$ cat config.mk
export PLATFORM = sky130hd
export DESIGN_NAME = uart_block_assembler
export DESIGN_NICKNAME = d
export VERILOG_FILES = /design/src/rtl/aes_uart_pkg.sv /design/src/rtl/byte_gap_timer.sv /design/src/rtl/uart_block_assembler.sv
export SDC_FILE = /design/constraint.sdc
export NUM_CORES = 1
export LEC_CHECK = 0
export BUFFER_PORTS_ARGS = -buffer_cell sky130_fd_sc_hd__buf_2
export CAP_MARGIN = 20
export CORE_ASPECT_RATIO = 0.8
export CORE_MARGIN = 3
export CORE_UTILIZATION = 38
export CTS_CLUSTER_DIAMETER = 30
export DETAILED_ROUTE_END_ITERATION = 10
export PLACE_DENSITY = 0.57
export SLEW_MARGIN = 40
export SYNTH_ARGS = -nofsm -noshare
export SYNTH_HDL_FRONTEND = slang
export SYNTH_SLANG_ARGS = --single-unit
$ cat constraint.sdc
create_clock -name clk -period 3 [get_ports clk]
set_clock_uncertainty 0.1 [all_clocks]
set_input_delay 0 -clock clk [delete_from_list [all_inputs] [get_ports clk]]
set_output_delay 0 -clock clk [all_outputs]
set_load 0.005 [all_outputs]
$ cat src/rtl/aes_uart_pkg.sv
// Shared definitions for the UART-to-AES block path.
//   asm_state_t     : assembler FSM states
//   HDR_KEY, HDR_PT : header bytes that tag a frame as key or plaintext
//   AES_BLOCK_BYTES : payload bytes per frame (one 128-bit AES block)
package aes_uart_pkg;

   typedef enum logic [1:0] {
      WAIT_HDR = 2'd0,
      COLLECT  = 2'd1,
      HOLD     = 2'd2
   } asm_state_t;

   localparam logic [7:0] HDR_KEY = 8'h4B;
   localparam logic [7:0] HDR_PT  = 8'h50;

   localparam int AES_BLOCK_BYTES = 16;

endpackage

$ cat src/rtl/byte_gap_timer.sv
// Inter-byte gap timer. Counts cycles while enabled. The count returns to
// zero whenever clear is high. expire goes high once TIMEOUT_CYC-1 is reached.
// The counter then holds there until it is cleared.
// Ports:
//   clk, rst : clock, synchronous active-high reset
//   clear    : restart the gap count (byte seen, or timer not in use)
//   enable   : count this cycle
//   expire   : count has reached TIMEOUT_CYC-1
module byte_gap_timer #(
   parameter int TIMEOUT_CYC = 6400
) (
   input  logic clk,
   input  logic rst,
   input  logic clear,
   input  logic enable,
   output logic expire
);

   localparam int TW = (TIMEOUT_CYC > 1) ? $clog2(TIMEOUT_CYC) : 1;
   localparam logic [TW-1:0] LAST = TW'(TIMEOUT_CYC - 1);

   logic [TW-1:0] count;

   always_ff @(posedge clk) begin
      if (rst || clear) begin
         count <= '0;
      end else if (enable && (count != LAST)) begin
         count <= count + 1'b1;
      end
   end

   assign expire = (count == LAST);

endmodule

$ cat src/rtl/uart_block_assembler.sv
// Takes the byte stream from the UART receiver and builds 128-bit AES blocks.
// Each frame is one header byte followed by 16 payload bytes. Header 0x4B
// marks a key and header 0x50 marks plaintext. The finished block is held on a
// valid/ready handshake until the AES core takes it.
//
// state    | meaning
// ---------+-----------------------------------------------------------
// WAIT_HDR | idle; next byte must be a header, anything else is a frame error
// COLLECT  | shifting payload bytes in; gap timer armed
// HOLD     | block presented; incoming bytes are dropped as overflow
//
// Ports:
//   clk, rst               : clock, synchronous active-high reset
//   byte_in, byte_valid    : received byte and its one-cycle strobe
//   block_out              : assembled block, first payload byte in [127:120]
//   block_is_key           : 1 = key block, 0 = plaintext block
//   block_valid, block_ready : handshake to the AES core
//   frame_error            : one-cycle pulse on bad header or inter-byte timeout
//   overflow               : one-cycle pulse when a byte is dropped in HOLD
module uart_block_assembler
   import aes_uart_pkg::*;
#(
   parameter int CLK_SPEED     = 100_000_000,
   parameter int BAUD_RATE     = 625000,
   parameter int TIMEOUT_BYTES = 4,
   parameter int TIMEOUT_CYC   = TIMEOUT_BYTES * 10 * (CLK_SPEED / BAUD_RATE)
) (
   input  logic         clk,
   input  logic         rst,
   input  logic [7:0]   byte_in,
   input  logic         byte_valid,
   output logic [127:0] block_out,
   output logic         block_is_key,
   output logic         block_valid,
   input  logic         block_ready,
   output logic         frame_error,
   output logic         overflow
);

   localparam logic [3:0] LAST_IDX = 4'(AES_BLOCK_BYTES - 1);

   asm_state_t state;
   asm_state_t state_nxt;

   logic [3:0] count;
   logic       kind_key;

   logic hdr_key;
   logic hdr_ok;
   logic tmr_clear;
   logic tmr_en;
   logic tmr_expire;

   logic fe_nxt;
   logic ov_nxt;
   logic bv_nxt;
   logic shift_en;
   logic cnt_clr;
   logic load_kind;
   logic load_key_out;

   assign hdr_key = (byte_in == HDR_KEY);
   assign hdr_ok  = hdr_key || (byte_in == HDR_PT);

   // The timer only runs in COLLECT. A byte on the expiry cycle clears the timer first.
   assign tmr_clear = (state != COLLECT) || byte_valid;
   assign tmr_en    = (state == COLLECT);

   byte_gap_timer #(
      .TIMEOUT_CYC (TIMEOUT_CYC)
   ) u_gap_timer (
      .clk    (clk),
      .rst    (rst),
      .clear  (tmr_clear),
      .enable (tmr_en),
      .expire (tmr_expire)
   );

   always_ff @(posedge clk) begin
      if (rst) begin
         state <= WAIT_HDR;
      end else begin
         state <= state_nxt;
      end
   end

   always_comb begin
      state_nxt = state;
      case (state)
         WAIT_HDR: begin
            if (byte_valid && hdr_ok) begin
               state_nxt = COLLECT;
            end
         end
         COLLECT: begin
            if (byte_valid) begin
               if (count == LAST_IDX) begin
                  state_nxt = HOLD;
               end
            end else if (tmr_expire) begin
               state_nxt = WAIT_HDR;
            end
         end
         HOLD: begin
            if (block_valid && block_ready) begin
               state_nxt = WAIT_HDR;
            end
         end
         default: state_nxt = WAIT_HDR;
      endcase
   end

   always_comb begin
      fe_nxt       = 1'b0;
      ov_nxt       = 1'b0;
      bv_nxt       = 1'b0;
      shift_en     = 1'b0;
      cnt_clr      = 1'b0;
      load_kind    = 1'b0;
      load_key_out = 1'b0;
      case (state)
         WAIT_HDR: begin
            if (byte_valid) begin
               if (hdr_ok) begin
                  load_kind = 1'b1;
                  cnt_clr   = 1'b1;
               end else begin
                  fe_nxt = 1'b1;
               end
            end
         end
         COLLECT: begin
            if (byte_valid) begin
               shift_en = 1'b1;
               if (count == LAST_IDX) begin
                  bv_nxt       = 1'b1;
                  load_key_out = 1'b1;
               end
            end else if (tmr_expire) begin
               fe_nxt  = 1'b1;
               cnt_clr = 1'b1;
            end
         end
         HOLD: begin
            ov_nxt = byte_valid;
            bv_nxt = !block_ready;
         end
         default: ;
      endcase
   end

   always_ff @(posedge clk) begin
      if (rst) begin
         count        <= '0;
         kind_key     <= 1'b0;
         block_out    <= '0;
         block_is_key <= 1'b0;
         block_valid  <= 1'b0;
         frame_error  <= 1'b0;
         overflow     <= 1'b0;
      end else begin
         frame_error <= fe_nxt;
         overflow    <= ov_nxt;
         block_valid <= bv_nxt;
         if (load_kind) begin
            kind_key <= hdr_key;
         end
         // The 16th byte wraps count to zero at the same moment the FSM leaves COLLECT.
         if (cnt_clr) begin
            count <= '0;
         end else if (shift_en) begin
            count <= count + 1'b1;
         end
         if (shift_en) begin
            block_out <= {block_out[119:0], byte_in};
         end
         if (load_key_out) begin
            block_is_key <= kind_key;
         end
      end
   end

endmodule

### Yosys cells after proc, flatten, opt, wreduce, memory -nomap -nowiden

Cells that the tools add are included.

| cells by class | value |
|---|---|
| add/sub/neg operators | 2 |
| bitwise logic cells | 1 |
| reductions and logical operators | 11 |
| mux-type cells | 21 |
| equal/unequal tests | 12 |

Operator list:

| kind | count |
|---|---|
| == test 8 x 7 -> 1 bit (second input constant) | 2 |
| adder 13 x 1 -> 13 bit (second input constant) | 1 |
| == test 13 bit (second input constant) | 1 |
| != test 13 bit (second input constant) | 1 |
| 2-to-1 mux 1 bit | 12 |
| 2-to-1 mux 2 bit | 5 |
| != test 3 bit (second input constant) | 2 |
| case mux 1 bit (2 select lines) | 3 |
| case mux 2 bit (3 select lines) | 1 |
| adder 4 x 1 -> 4 bit (second input constant) | 1 |
| == test 4 bit (second input constant) | 1 |
| != test 2 bit (second input constant) | 2 |
| AND reduction 4 bit | 1 |
| OR reduction 2 bit | 2 |
| logical AND 1 bit | 3 |
| logical OR 1 bit | 3 |
| == test 2 x 1 -> 1 bit (second input constant) | 1 |
| == test 2 bit (second input constant) | 1 |
| zero test 2 bit | 1 |
| != test 2 x 1 -> 1 bit (second input constant) | 1 |
| zero test 1 bit | 1 |
| NOT 1 bit | 1 |

| word-level totals | value |
|---|---|
| input bits | 12 |
| bits in registers | 152 |
| output and inout bits | 132 |
| logic and storage cells | 56 |

### Longest topological paths before layout

Gate-level depths: netlist of run 1.

| logic depth | value |
|---|---|
| depth after elaboration | 6 |
| depth in mapped cells | 8 |
| depth with buffers taken out | 6 |

### Hierarchy

Synthesis of run 1 repeated with hierarchy kept, for this count alone.

| second synthesis, totals | value |
|---|---|
| cell total of the unflattened synthesis | 704 |
| area total of the unflattened synthesis | 5627.9 um^2 |

Modules (own cells, without submodules):

| module | area an instance (um^2) | times used | seq. area each (um^2) | cells each |
|---|---|---|---|---|
| uart_block_assembler | 4969.8 | 1 | 2782.7 | 624 |
| byte_gap_timer | 658.1 | 1 | 260.2 | 80 |

### Worst setup path before layout of run 1

OpenSTA, ideal clock, no wires.

| path | value |
|---|---|
| path type | register to register |
| start point | register state[1] |
| end point | register state[1] |
| setup slack | 1.071 ns |
| stages on the path, launching flop included | 8 |
| data required time | 2.779 ns |
| setup time | 0.121 ns |
| data arrival time | 1.708 ns |
| cell sequence | dfxtp_1 inv_1 ha_1 and2_1 clkbuf_1 a22o_1 a221oi_1 mux2_2 |

| between the ends | value |
|---|---|
| word-level cells in the longest chain between the ends | 3 |
| elaborated cells between the ends (all ways) | 9 |

Ends and longest elaborated chain:

| element | line | text |
|---|---|---|
| from (decl) | uart_block_assembler.sv:42 | `asm_state_t state;` |
| from (signal assigned) | uart_block_assembler.sv:83 | `state <= state_nxt;` |
| == test 2 x 1 -> 1 bit, or another cell as far along | uart_block_assembler.sv:89 | `case (state)` |
| != test 3 bit (no line) / != test 2 bit (equally long branches) | - |  |
| AND reduction 4 bit (no line) | - |  |

Several ways; a longest one is shown, not always the timed one.
A chain may end at the register's enable or synchronous reset.

### Worst setup path in the final report of run 1

| path | value |
|---|---|
| start point | register state[1] |
| end point | register count[3] |

| between the ends | value |
|---|---|
| word-level cells in the longest chain between the ends | 3 |
| elaborated cells between the ends (all ways) | 5 |

Ends and longest elaborated chain:

| element | line | text |
|---|---|---|
| == test 2 x 1 -> 1 bit / zero test 2 bit (equally long branches) | uart_block_assembler.sv:121 | `case (state)` |
| case mux 1 bit (2 select lines) | uart_block_assembler.sv:121 |  |
| OR reduction 2 bit (no line) | - |  |
| to (signal assigned) | uart_block_assembler.sv:172 | `count <= count + 1'b1;` |
| to (decl) | uart_block_assembler.sv:45 | `logic [3:0] count;` |

Several ways; a longest one is shown, not always the timed one.

==> results.json, run 1 <==
{
  "areaGrowthSynthToFinish_pct": 27.3,
  "finalSetupTns_ps": 0,
  "die_area_mm2": 0.0165,
  "ant_nets": 0,
  "drv_slew": 0,
  "p_total_mw": 4.32,
  "setup_viol": 0,
  "grt-busiest-layer": "met2",
  "ys_warn_count": 0,
  "holdWs_ps": 292,
  "antenna_found_initial": 0,
  "crit_type": "flop to flop",
  "nets": 856,
  "netlist_instances": 709,
  "grt_overflow": 0,
  "drive_gt1_share_pct": 23.6,
  "htreeDepth": 4,
  "die_width_um": 143,
  "syn_nets": 726,
  "yosysSeqAreaShare_pct": 53.5,
  "grt_max_degree": 79,
  "yosys.area.top_type": "dfxtp_1",
  "vias": 5277,
  "cts_tree": "yes",
  "cts_resized": 0,
  "synth_area_mm2": 0.00569,
  "crit_arrival_ps": 2600,
  "rsz0062_at_grt": "no",
  "post_cts_buffers": 0,
  "port_buffers": 143,
  "avgSynthCellArea_um2": 8.02,
  "p_per_area_mw_per_mm2": 597,
  "cts_buffer_depth": 2,
  "dp.final_hpwl_um": 10100,
  "hold_violations": 0,
  "stdcell_area_mm2": 0.00724,
  "endpoint_kind": "flop",
  "num_io_pins": 144,
  "cts_buffers": 17,
  "outcome": "finished, final reports clean",
  "detail_route.wl_per_cell_um": 14.6,
  "route.detailed.drc": 0,
  "slew_headroom_pct": 57.4,
  "synth_top_flop_cell": "dfxtp_1",
  "grt_pass1_vias": 4888,
  "synth_edf_count": 0,
  "synth_top_area_share_pct": 53.5,
  "clock-root-buffer": "clkbuf_16",
  "coreArea_mm2": 0.0144,
  "viasPerCell": 5.09,
  "worst_skew_pair.late_latency_ps": 420,
  "initial_core_util_pct": 39.4,
  "fp.dieH_um": 115,
  "grtUsageMet2_pct": 26.3,
  "hold_class": "input pin to flop",
  "rows": 39,
  "place_congestion": 0.811,
  "grt_use_met3_pct": 7.05,
  "path_clk_slew_ps": 60,
  "max_freq_ghz": 0.418,
  "drtIter0Drc": 350,
  "max-cap-violations": 0,
  "peakVddDrop_uv": 389,
  "grt_use_total_pct": 18.1,
  "synth_seq_cells": 152,
  "critPathLaunchType": "flop",
  "finalCritPeriodShare_pct": 79.7,
  "firstDrtPassIters": 5,
  "critPathMaxFanout": 78,
  "final.min_clock_period_ps": 2390,
  "final_util_pct": 50.1,
  "synth.distinct_cells": 56,
  "synthTopCellsByArea": "dfxtp_1 (53%), nand2_1 (18%), a21oi_1 (12%)",
  "grt_pass1_wl_um": 23700,
  "placed_area_mm2": 0.00650,
  "routed_wl_um": 15100,
  "cts_sinks": 152,
  "worst_pin_slew_ps": 640,
  "grt_use_met1_pct": 23.9,
  "p_leak_nw": 2.81,
  "cp.required_ps": 3210,
  "n_antenna_cell": 0,
  "async_reset_ff_share_pct": 0
}
## cell usage after synthesis (all sizes together) (5+ instances only)
master,number
clkbuf,35
inv,6
nand3,6
nand4,7
buf,15
ha,5
nor2,10
o21ai,6
a21oi,144
nand2,271
dfxtp,152
or3,5
## flip-flops by register name, indices dropped and copies added (netlist names)
register	flops
block_is_key	1
block_out	128
block_valid	1
count	4
frame_error	1
kind_key	1
overflow	1
state	2
u_gap_timer.count	13
## metal layers
| layer | up-vias | wire length, um |
|---|---|---|
| met3 | 19 | 1350 |
| met5 | - | 0 |
| li1 | 2616 | - |
| met2 | 175 | 6580 |
| met4 | 0 | 201 |
| met1 | 2467 | 6980 |
## layout make-up
type	instances	area (um2)
Clock buffer	19	443
Fill cell	1379	7200
Tap cell	184	230
Sequential cell	152	3040
Clock inverter	13	178
Multi-Input combinational cell	501	2430
Inverter	6	22.5
Timing Repair Buffer	161	893
## through the flow
stage / cells / setup slack (ps)
final: 1036 / 608
after global routing: 1036 / 444
after CTS: 1036 / 652
after detailed placement: 993 / 668
after global placement: 993 / 757
after floorplan: 709 / 1070
## what timing repair did
action                                  4_1_cts  5_1_grt
endpoints found under the setup margin        0        0
hold buffers                                 11        0
hold endpoints to repair                     35        0
## kinds of logic (layout without fill, tap and decap cells)
family	after synthesis	in the layout	share of synthesized area [%]
xor gates and xnor gates	5	5	0.770
and+or+nand+nor	321	321	23.8
DFF	152	152	53.5
muxes	1	1	0.198
adders and majority gates	5	5	1.10
AOI/OAI and AO/OA	169	169	16.5
buffers and inverters	56	199	4.16
## layout by cell type (no fill, tap or decap), types with 4 or more instances in the layout
master / count
nand3_1: 5
dlygate4sd3_1: 11
nor2_1: 10
or3_2: 4
buf_4: 7
clkinv_2: 4
a21oi_2: 4
inv_1: 6
o21ai_1: 5
buf_2: 142
a21oi_1: 140
nand2_1: 270
nand4_1: 7
dfxtp_1: 152
clkbuf_16: 17
ha_1: 5
bufinv_16: 4
clkinvlp_4: 5
## worst paths after layout
check                  from             end  slack [ps]  depth (start not counted)
max                state[1]        count[3]         610                          7
min reg2reg  block_out[125]  block_out[125]         350                          2
min              byte_in[2]    block_out[2]         290                          4
max reg2reg        state[1]        count[3]         610                          7
## power by group
part           switching (mW)  internal (mW)
Sequential           0.000381           2.02
Combinational          0.0457         0.0223
Clock                   0.827           1.41
## critical path: stages, from the launching register on
cell,delay (ps)
dfxtp_1,320
inv_1,100
ha_1,380
and2_4,600
buf_12,360
nand4_1,150
xor2_1,160
nor2_1,50
(Power assumes the default switching activity.)
==> run 2: changes to the inputs <==
Settings changed: PLACE_DENSITY 0.57 to 0.6.
Clock period 3 ns to 2.2 ns, I/O delays scaled along.
==> run 2 against run 1 <==
Effect of this change: setup slack worse by 470 ps; flip-flop and latch count stayed put; utilization increased by 0.55 points; wire length increased by 0.74%; critical path depth did not move; power up 33%; highest routed layer unchanged; die area stayed put; via count grew 0.42%; largest cell class unchanged; clock power is 30% higher; sequential power increased by 36%; worst hold slack better by 19 ps; cell count increased by 0.68%; largest power group unchanged.
==> results.json, run 2 (synthesis results as in run 1) <==
{
  "outcome": "finished, final reports clean",
  "dp.cells": 997,
  "hold_class": "input pin to flop",
  "p_per_area_mw_per_mm2": 784,
  "p_total_mw": 5.74,
  "clock-root-buffer": "clkbuf_16",
  "final_common_cell": "nand2_1",
  "fp.dieH_um": 115,
  "viasPerCell": 5.08,
  "worst_pin_slew_ps": 537,
  "max-cap-violations": 0,
  "die_area_mm2": 0.0165,
  "peakVddDrop_uv": 501,
  "critPathMaxStageDelay_ps": 560,
  "coreArea_mm2": 0.0144,
  "grt_use_met3_pct": 6.93,
  "drv_slew": 0,
  "place_congestion": 0.864,
  "top_register": "block_out",
  "grt_pass1_vias": 4861,
  "drive_gt1_share_pct": 23.6,
  "r2r-end": "block_out[1]",
  "worstHoldPathCells": 4,
  "holdWs_ps": 311,
  "placed_area_mm2": 0.00657,
  "startpoint": "state[1]",
  "drtIter0Drc": 361,
  "r2r_slack_ps": 140,
  "detail_route.wl_per_cell_um": 14.6,
  "routed_wl_um": 15200,
  "port_buffers": 143,
  "htreeDepth": 4,
  "initial_core_util_pct": 39.4,
  "stdcell_count": 1043,
  "worstHoldStart": "byte_in[2]",
  "cp.required_ps": 2450,
  "top_regs": "block_out (128), u_gap_timer.count (13), count (4)",
  "rows": 39,
  "hold_violations": 0,
  "dp.final_hpwl_um": 9970,
  "setup_viol": 0,
  "n_antenna_cell": 0,
  "crit_type": "flop to flop",
  "grt_pass1_wl_um": 23700,
  "num_io_pins": 144,
  "cts_tree": "yes",
  "r2r-start": "state[1]",
  "areaGrowthSynthToFinish_pct": 28.7,
  "p_leak_nw": 2.86,
  "crit_arrival_ps": 2320,
  "cp_slowest_cell": "dlygate4sd3_1",
  "largest_reg_flops": 128,
  "grt_max_degree": 87,
  "worst_skew_pair.late_latency_ps": 410,
  "worstPathCellList": "inv_1 > ha_2 > and2_4 > buf_16 > nand2_1 > a21oi_1 > dlygate4sd3_1",
  "vias": 5299,
  "firstDrtPassIters": 5,
  "antenna_found_initial": 0,
  "critPathLaunchType": "flop",
  "grt_use_met1_pct": 23.1,
  "max_freq_ghz": 0.484,
  "grtUsageMet2_pct": 27.0,
  "endpoint_kind": "flop",
  "grt-busiest-layer": "met2",
  "path_clk_slew_ps": 60,
  "critPathMaxFanout": 43,
  "layout_common_cells": "nand2_1 (270), dfxtp_1 (152), buf_2 (142)",
  "slew_headroom_pct": 63.7,
  "nets": 864,
  "reg2regPathDepth": 7,
  "cts_buffer_depth": 2,
  "min_to": "block_out[2]",
  "stdcell_area_mm2": 0.00732,
  "n_fill_cell": 1411,
  "rsz0062_at_grt": "no",
  "cts_sinks": 152,
  "die_width_um": 143,
  "route.detailed.drc": 0,
  "ant_nets": 0,
  "grt_use_total_pct": 17.7,
  "finalSetupTns_ps": 0,
  "grt_overflow": 0,
  "finalCritPeriodShare_pct": 93.8,
  "cts_buffers": 17,
  "final.min_clock_period_ps": 2060
}
-- run 2: worst max path at each step --
stage	slack, ps	cells after the start	endpoint
6_report	140	7	block_out[1]
5_1_grt	10	7	block_out[1]
4_1_cts	20	7	block_out[1]
3_5_place_dp	190	6	u_gap_timer.count[12]
3_3_place_gp	290	4	state[1]
2_1_floorplan	270	7	state[1]
-- run 2: timing repair --
action	in CTS	in global routing
setup endpoints to repair	0	3
resized for setup	0	2
endpoints found under the hold margin	28	0
buffers inserted	0	0
hold buffers	14	0
-- run 2: final cells by class --
cell class,instances,area (um2),area share [%]
repair buffers,169,1020,14.0
well taps,184,230,3.14
multi-input cells,501,2420,33.1
clock buffers,22,454,6.20
clock inverters,9,125,1.71
flip-flops and latches,152,3040,41.6
inverters,6,22.5,0.308
-- run 2: per-layer routing --
metal	share of wire, %	up-vias	wire length, um
met5	0	-	0
met4	0.55	0	84
met2	45	157	6830
met1	47	2493	7100
met3	8.0	11	1210
li1	-	2638	-
-- run 2: metrics by stage --
stage,worst slack [ps],utilization [%]
2_1_floorplan,271,-
3_3_place_gp,294,45.5
3_5_place_dp,195,45.5
4_1_cts,21.6,50.4
5_1_grt,12.9,50.7
6_report,135,50.7
-- run 2: report_power, final --
part	internal (mW)	total [mW]	leakage, nW	switching (mW)
registers	2.75	2.75	1.22	0.000488
logic	0.0329	0.0957	1.36	0.0628
clock network	1.80	2.89	0.280	1.09
-- run 2: critical path: cells and delay by family, from the launching register on --
family                   cells  cell delay [ps]
adder cells (fa/ha/maj)      1              260
AND/OR/NAND/NOR              2              310
buffers and inverters        3              890
flip-flops                   1              310
AO/OA/AOI/OAI                1              120
==> run 3: changes to the inputs <==
--- a/config.mk
+++ b/config.mk
@@ -13,5 +13,5 @@
 export CTS_CLUSTER_DIAMETER = 30
 export DETAILED_ROUTE_END_ITERATION = 10
-export PLACE_DENSITY = 0.6
+export PLACE_DENSITY = 0.7
 export SLEW_MARGIN = 40
 export SYNTH_ARGS = -nofsm -noshare
==> constraint.sdc (replaced) <==
create_clock -name clk -period 2.2 [get_ports clk]
set_clock_uncertainty 0.1 [all_clocks]
set_input_delay 0.11 -clock clk [delete_from_list [all_inputs] [get_ports clk]]
set_output_delay 0.11 -clock clk [all_outputs]
set_load 0.005 [all_outputs]
==> run 3 against run 2 <==
Effect of this change: critical path type unchanged; utilization fell by 1.1 points; worst hold slack improved by 41 ps; flip-flop and latch count did not move; via count fell by 2.7%; cell area fell by 2.1%; largest power group is now registers; maximum frequency rose by 0.75%; power fell by 6.1%; die area did not move; non-clock buffer count fell by 5; setup slack improved by 15 ps.
==> results.json, run 3 (synthesis results as in run 1) <==
{
  "outcome": "finished, final reports clean",
  "worstHoldStart": "block_out[126]",
  "hold_violations": 0,
  "rows": 39,
  "vias": 5157,
  "n_antenna_cell": 0,
  "grt-busiest-layer": "met2",
  "layout_common_cells": "nand2_1 (270), dfxtp_1 (152), buf_2 (142)",
  "r2r_slack_ps": 150,
  "grt_pass1_wl_um": 23100,
  "seqCellArea_mm2": 0.00304,
  "p_per_area_mw_per_mm2": 752,
  "cp.required_ps": 2440,
  "r2r-end": "u_gap_timer.count[12]",
  "nets": 859,
  "grt_use_met1_pct": 23.9,
  "path_clk_slew_ps": 60,
  "max-cap-violations": 0,
  "worst_pin_slew_ps": 725,
  "htreeDepth": 4,
  "stdcell_area_mm2": 0.00717,
  "peakVddDrop_uv": 520,
  "drv_slew": 0,
  "r2r-start": "state[1]",
  "n_fill_cell": 1414,
  "grt_pass1_vias": 4750,
  "critPathMaxFanout": 7,
  "antenna_found_initial": 0,
  "areaGrowthSynthToFinish_pct": 26.0,
  "grtUsageMet2_pct": 25.0,
  "cts_buffer_depth": 2,
  "port_buffers": 143,
  "final_common_cell": "nand2_1",
  "viasPerCell": 4.98,
  "route.detailed.drc": 0,
  "clock-root-buffer": "clkbuf_16",
  "grt_use_total_pct": 17.3,
  "drtIter0Drc": 312,
  "num_io_pins": 144,
  "place_congestion": 0.851,
  "multi_input_area_mm2": 0.00242,
  "worst_slack_ps": 151,
  "hold_class": "flop to flop",
  "endpoint_kind": "flop",
  "crit_arrival_ps": 2290,
  "p_leak_nw": 2.80,
  "final.min_clock_period_ps": 2050,
  "grt_overflow": 0,
  "reg2regPathDepth": 6,
  "worst_skew_pair.late_latency_ps": 410,
  "coreArea_mm2": 0.0144,
  "crit_type": "flop to flop",
  "grt_max_degree": 85,
  "grt_use_met3_pct": 6.31,
  "initial_core_util_pct": 39.4,
  "cts_sinks": 152,
  "ant_nets": 0,
  "top_regs": "block_out (128), u_gap_timer.count (13), count (4)",
  "largest_reg_flops": 128,
  "final_util_pct": 49.6,
  "firstDrtPassIters": 5,
  "dp_slack_ps": 181,
  "die_width_um": 143,
  "die_area_mm2": 0.0165,
  "placed_area_mm2": 0.00656,
  "fp.dieH_um": 115,
  "drive_gt1_share_pct": 23.0,
  "slew_headroom_pct": 51.7,
  "setup_viol": 0,
  "dp.final_hpwl_um": 9310,
  "critPathLaunchType": "flop",
  "finalSetupTns_ps": 0,
  "rsz0062_at_grt": "no",
  "finalCritPeriodShare_pct": 93.1,
  "cts_tree": "yes",
  "p_total_mw": 5.39,
  "min_to": "block_out[126]",
  "max_freq_ghz": 0.488,
  "top_register": "block_out",
  "routed_wl_um": 14200,
  "cts_resized": 0,
  "worstHoldPathCells": 2,
  "detail_route.wl_per_cell_um": 13.7,
  "cts_buffers": 17
}
==> run 3: cell count changes in the layout (fill, tap and decap cells not counted) <==
cell,before,now
clkbuf_8,1,0
bufinv_16,3,1
dlygate4sd3_1,14,11
ha_2,1,0
buf_12,3,4
buf_4,8,7
clkbuf_16,18,17
buf_16,1,0
ha_1,4,5
clkinv_2,4,5
clkbuf_1,4,5
clkinvlp_4,2,0
==> run 3: final cells by class <==
class,instances,share of cell area (%)
flip-flops and latches,152,42.5
multi-input cells,501,33.8
repair buffers,164,13.3
clock buffers,22,6.20
well taps,184,3.21
clock inverters,6,0.768
inverters,6,0.314
==> run 3: worst max-delay path by stage <==
stage | start | end | slack [ps]
after global placement | u_gap_timer.count[8] | state[1] | 260
after floorplan | state[1] | state[1] | 270
final | state[1] | u_gap_timer.count[12] | 150
after detailed placement | state[1] | u_gap_timer.count[12] | 180
after CTS | state[1] | u_gap_timer.count[12] | 160
after global routing | state[1] | u_gap_timer.count[12] | 50
==> run 3: worst max-delay path, cell delays in order, from the launching register on <==
cell and delay [ps]:
dfxtp_1 310, inv_1 100, ha_1 330, nand3_1 170
or3_1 400, or4_1 430, a21oi_1 140
==> run 3: what timing repair did <==
item | 4_1_cts | 5_1_grt
hold buffers | 11 | 0
endpoints found under the hold margin | 14 | 0
setup buffers | 0 | 0
==> run 3: where the power goes <==
part / switching, mW / leakage, nW / total, mW / internal (mW)
Clock: 1.02 / 0.249 / 2.54 / 1.52
Combinational: 0.0617 / 1.32 / 0.0931 / 0.0314
Sequential: 0.000487 / 1.22 / 2.76 / 2.75
==> run 3: routing by layer <==
metal | up-vias | part of all wire (%)
met5 | - | 0
met4 | 0 | 1.1
li1 | 2626 | -
met3 | 13 | 8.1
met1 | 2361 | 48
met2 | 157 | 42
==> run 3: through the flow <==
step / hold WS (ps) / cells
2_1_floorplan: 146 / 709
3_3_place_gp: 258 / 996
3_5_place_dp: 255 / 996
4_1_cts: 352 / 1035
5_1_grt: 367 / 1035
6_report: 352 / 1035
